File: config.mk
export PLATFORM = sky130hd
export DESIGN_NAME = eeprom_arbiter
export DESIGN_NICKNAME = d
export VERILOG_FILES = /design/src/rtl/eeprom_pkg.sv /design/src/rtl/eeprom_arbiter_rr_arb2.sv /design/src/rtl/eeprom_arbiter.sv
export SDC_FILE = /design/constraint.sdc
export NUM_CORES = 1
export LEC_CHECK = 0
export BUFFER_PORTS_ARGS = -buffer_cell sky130_fd_sc_hd__clkbuf_2
export CAP_MARGIN = 20
export CORE_MARGIN = 2
export CORE_UTILIZATION = 50
export DETAILED_ROUTE_END_ITERATION = 16
export PLACE_DENSITY = 0.81
export SLEW_MARGIN = 10
export SYNTH_ARGS = -nofsm -noshare
export SYNTH_HDL_FRONTEND = slang
export SYNTH_SLANG_ARGS = --single-unit
File: constraint.sdc
create_clock -name CLK -period 2.55 [get_ports CLK]
set_input_delay 0.255 -clock CLK [delete_from_list [all_inputs] [get_ports CLK]]
set_output_delay 0.255 -clock CLK [all_outputs]
set_load 0.02 [all_outputs]
File: src/rtl/eeprom_pkg.sv
// Shared types and constants for the EEPROM read sequencer and its arbiter.
package eeprom_pkg;

  typedef enum logic [1:0] {
    IDLE    = 2'd0,
    ACCESS  = 2'd1,
    RECOVER = 2'd2
  } state_t;

  localparam int N_REQ = 2;
  // Wide enough for WAIT_CYCLES-1 with WAIT_CYCLES up to 15.
  localparam int CNT_W = 4;

endpackage

File: src/rtl/eeprom_arbiter_rr_arb2.sv
// Combinational two-input round-robin picker; pri=0 favours input 0 on a tie.
module rr_arb2
  import eeprom_pkg::*;
(
  input  logic [N_REQ-1:0] req,
  input  logic             pri,
  output logic [N_REQ-1:0] win
);

  // A lone requester wins regardless of pri; pri only breaks ties.
  assign win[0] = req[0] & (~req[1] | ~pri);
  assign win[1] = req[1] & (~req[0] |  pri);

endmodule

File: src/rtl/eeprom_arbiter.sv
// Two-client round-robin read sequencer for an asynchronous EEPROM with a fixed
// access time and a one-cycle output-enable recovery gap between reads.
module eeprom_arbiter
  import eeprom_pkg::*;
#(
  parameter int DEPTH       = 2,
  parameter int WIDTH       = 8,
  parameter int WAIT_CYCLES = 2
) (
  input  logic             CLK,
  input  logic             N_RST,
  input  logic [1:0]       REQ,
  input  logic [DEPTH-1:0] REQ_ADDR0,
  input  logic [DEPTH-1:0] REQ_ADDR1,
  output logic [1:0]       GNT,
  output logic [1:0]       DONE,
  output logic [WIDTH-1:0] RDATA,
  output logic [DEPTH-1:0] EE_ADDR,
  output logic             EE_N_OE,
  input  logic [WIDTH-1:0] EE_DATA
);

  localparam logic [CNT_W-1:0] CNT_LOAD = CNT_W'(WAIT_CYCLES - 1);

  state_t           state_q, state_d;
  logic [CNT_W-1:0] cnt_q, cnt_d;
  logic             owner_q, owner_d;
  logic             pri_q, pri_d;
  logic [1:0]       gnt_d, done_d;
  logic [WIDTH-1:0] rdata_d;
  logic [DEPTH-1:0] addr_d;
  logic             n_oe_d;
  logic [1:0]       win;

  rr_arb2 u_rr_arb2 (
    .req (REQ),
    .pri (pri_q),
    .win (win)
  );

  always_ff @(posedge CLK) begin
    if (!N_RST) begin
      state_q <= IDLE;
      cnt_q   <= '0;
      owner_q <= 1'b0;
      pri_q   <= 1'b0;
      GNT     <= '0;
      DONE    <= '0;
      RDATA   <= '0;
      EE_ADDR <= '0;
      EE_N_OE <= 1'b1;
    end else begin
      state_q <= state_d;
      cnt_q   <= cnt_d;
      owner_q <= owner_d;
      pri_q   <= pri_d;
      GNT     <= gnt_d;
      DONE    <= done_d;
      RDATA   <= rdata_d;
      EE_ADDR <= addr_d;
      EE_N_OE <= n_oe_d;
    end
  end

  always_comb begin
    state_d = state_q;
    cnt_d   = cnt_q;
    owner_d = owner_q;
    pri_d   = pri_q;
    gnt_d   = '0;
    done_d  = '0;
    rdata_d = RDATA;
    addr_d  = EE_ADDR;
    n_oe_d  = EE_N_OE;
    unique case (state_q)
      IDLE, RECOVER: begin
        // Arbitration point: REQ is only looked at here, never during ACCESS.
        if (|REQ) begin
          owner_d = win[1];
          addr_d  = win[1] ? REQ_ADDR1 : REQ_ADDR0;
          n_oe_d  = 1'b0;
          cnt_d   = CNT_LOAD;
          gnt_d   = win;
          pri_d   = ~pri_q;
          state_d = ACCESS;
        end else begin
          state_d = IDLE;
        end
      end
      ACCESS: begin
        if (cnt_q == '0) begin
          rdata_d         = EE_DATA;
          done_d[owner_q] = 1'b1;
          n_oe_d          = 1'b1;
          state_d         = RECOVER;
        end else begin
          cnt_d = cnt_q - 1'b1;
        end
      end
      default: state_d = IDLE;
    endcase
  end

`ifdef FORMAL
  a_oe_access: assert property (@(posedge CLK) disable iff (!N_RST)
    (EE_N_OE == 1'b0) == (state_q == ACCESS));
  a_onehot: assert property (@(posedge CLK)
    $onehot0(GNT) && $onehot0(DONE) && ((GNT & DONE) == 2'b00));
  a_done_per_gnt: assert property (@(posedge CLK) disable iff (!N_RST)
    (|GNT) |-> ##WAIT_CYCLES (DONE == $past(GNT, WAIT_CYCLES)));
`endif

endmodule

==> impl_metrics.yaml <==
cts:
  cts_repair_resize_count: 0
  tritoncts: "built"
  clockBufferDepth: 2
  post-cts-setup-buffers: 0
  worst_setup_hold_path_clk_slew_ps: 120
  tritoncts.num_buffers: 3
  clkLatencyLatePin_ps: 310
  clock_sink_count: 23
  cts_root_buffer: "clkbuf_4"
  postCtsHoldBufs: 0
  htree_levels: 1
global_routing:
  grt_start_max_net_pins: 13
  grt_use_total_pct: 17.7
  first_pass_grt_wire_length_mm: 2.63
  antenna_found_initial: 0
  grt-ovfl-total: 0
  number_of_global_route_vias_before_repair: 566
placement:
  gpl.final_weighted_congestion: 0.871
  post-place-ws_ps: 783
  post-dp-hpwl_mm: 1.21
  portBuffers: 30
yosys:
  postSynthRegisterBits: 23
  synthesized_area_fraction_occupied_by_ao_oa_aoi_and_oai_cells_pct: 22.6
  syn_avg_cell_area_um2: 10.7
  post_synthesis_cell_area_um2: 881
  synthFlopType: "dfxtp_1"
  count_of_different_cell_masters_after_synthesis: 35
  synth_seq_area_share_pct: 52.3
  synth-edff-count: 0
  yosys_warnings: 0
  synthesis.nets: 100
  synth_area_in_simple_gates_pct: 17.5
  syn_inst: 82
  synth_async_sr_flop_share_pct: 0
  post_synthesis_xor_xnor_area_fraction_pct: 0.994
  dominant_combinational_cell_family_by_area_after_synthesis: "compound AO/OA/AOI/OAI gates"
  synth.area.mux_share_pct: 1.14
  yosys.area_share.adder_pct: 2.84
cells_and_area:
  area_growth_syn_to_layout_pct: 21.4
  design.final.nets: 133
  util_after_layout_pct: 63.3
  inserted_diodes: 0
  drive_above_1_share_pct: 37.7
die:
  placementRows: 15
  die-width_um: 46.0
  die-area_um2: 2110
  boundaryPins: 31
  die-height_um: 46.0
  floorplan.initialDensity_pct: 52.1
  core_area_um2: 1690
worst_setup_path:
  critical_path.cell_chain: "inv_1, ha_1, nor3b_1, a21oi_2, a22o_1"
  data_required_time_of_the_worst_path_ps: 2750
  worst_path_max_delay_cell: "nor3b_1"
  worstPathBufferInverterCount: 1
  crit_path_max_fanout: 10
  crit_arrival_ps: 1990
  setup.worst_path.start_class: "register"
  type_of_the_setup_path_with_the_least_slack: "register to register"
  critical_path.top_delay_family: "simple AND/OR/NAND/NOR gates"
  cp-end-kind: "register"
  worst_path_largest_cell_delay_ps: 560
timing:
  timing.setup.tns_ps: 0
  achievable_frequency_mhz: 558
  setup_violations: 0
  finalWorstSetupSlack_ps: 758
  timing_max_transition_violations_final: 0
  finalCritPeriodShare_pct: 70.3
  slew_headroom_pct: 55.6
  timing.clock.skew_ps: 10.1
  timing_hold_violations_final: 0
  min_period_ps: 1790
  rsz0062_at_grt: "false"
  tightest_slew_ps: 664
status:
  status: "completed"
route:
  per_cell_routed_wire_length_um: 12.5
  final_antenna_net_count: 0
  route.vias.total: 709
  route.final.wire_length_mm: 1.64
  remaining_drc_errors: 0
  route.detailed.vias_per_inst: 5.41
  drt-pass1-iter-count: 4
  drt_first_iter_violations: 10
pwr:
  p_per_area_nw_per_um2: 754
  p_leak_uw: 0.000487
  ir_drop_uv: 534
worst_hold_path:
  hold_path_class: "input port to register"
run:
  cap_viol_max_count: 0
==> area by class of cell <==
cell class              count  area [µm²]
fillers                   148         619
flip-flops and latches     23         460
multi-input cells          53         397
repair buffers             30         150
clock buffers               4        26.3
well taps                  17        21.3
inverters                   4        15.0
==> logic make-up (layout without fill, tap and decap cells) <==
group                    Yosys count  count (layout)
AO/OA/AOI/OAI                     24              24
buffers and inverters              6              38
adder cells (fa/ha/maj)            2               2
flip-flops                        23              23
AND/OR/NAND/NOR                   25              25
XOR/XNOR                           1               1
multiplexers                       1               1
==> registers in the layout, indices dropped and copies added (netlist names) <==
| signal | count |
|---|---|
| DONE | 2 |
| EE_ADDR | 2 |
| GNT | 2 |
| EE_N_OE | 1 |
| state_q | 2 |
| cnt_q | 4 |
| RDATA | 8 |
| owner_q | 1 |
| pri_q | 1 |
==> metrics by stage <==
step / power [µW] / hold slack [ps] / cell area, µm² / cells
6_report: 806 / 152 / 1070 / 131
3_5_place_dp: 653 / 443 / 1040 / 127
3_3_place_gp: 647 / 439 / 1040 / 127
4_1_cts: 813 / 150 / 1070 / 131
2_1_floorplan: 591 / 384 / 881 / 82
5_1_grt: 855 / 148 / 1070 / 131
==> metal layers <==
layer  share of wire [%]  track usage (%)
met2                  45             24.7
met3                 4.6             5.95
met5                   0                0
met4                 1.3             6.86
met1                  49             24.7
==> synthesized netlist by cell type (all sizes together), types with 2 or more instances <==
master / count / share of area [%]
nor2: 3 / 1.3
nand2: 6 / 2.6
a21boi: 2 / 1.7
dfxtp: 23 / 52
nor4: 2 / 1.4
o221a: 2 / 2.6
a31o: 2 / 2.0
or3: 2 / 1.6
inv: 4 / 1.7
o211ai: 2 / 1.7
a22o: 8 / 8.0
a21oi: 4 / 2.7
ha: 2 / 2.8
nor3: 2 / 2.4
nand2b: 2 / 1.4
==> placed cells by master, fill, tap and decap left out, types with 2 or more instances in the layout <==
cell type  instances
a21boi_0           2
a21oi_1            3
a22o_1             8
a31o_2             2
clkbuf_2          30
clkbuf_4           3
dfxtp_1           23
ha_1               2
inv_1              3
nand2_1            6
nand2b_1           2
nor2_1             3
nor4_1             2
o211ai_1           2
o221a_2            2
==> report_power, final <==
part | switching [µW] | internal [µW] | total, µW
logic | 127 | 90.0 | 217
clock network | 99.2 | 61.0 | 160
registers | 26.6 | 402 | 429
==> final timing paths <==
check	start	cells after the start	slack, ps	to
setup / recovery	cnt_q[0]	5	760	RDATA[2]
hold / removal	EE_DATA[3]	2	150	RDATA[3]
setup reg to reg	cnt_q[0]	5	760	RDATA[2]
hold reg to reg	owner_q	1	440	DONE[0]
Power figures use the tool's default switching activity.
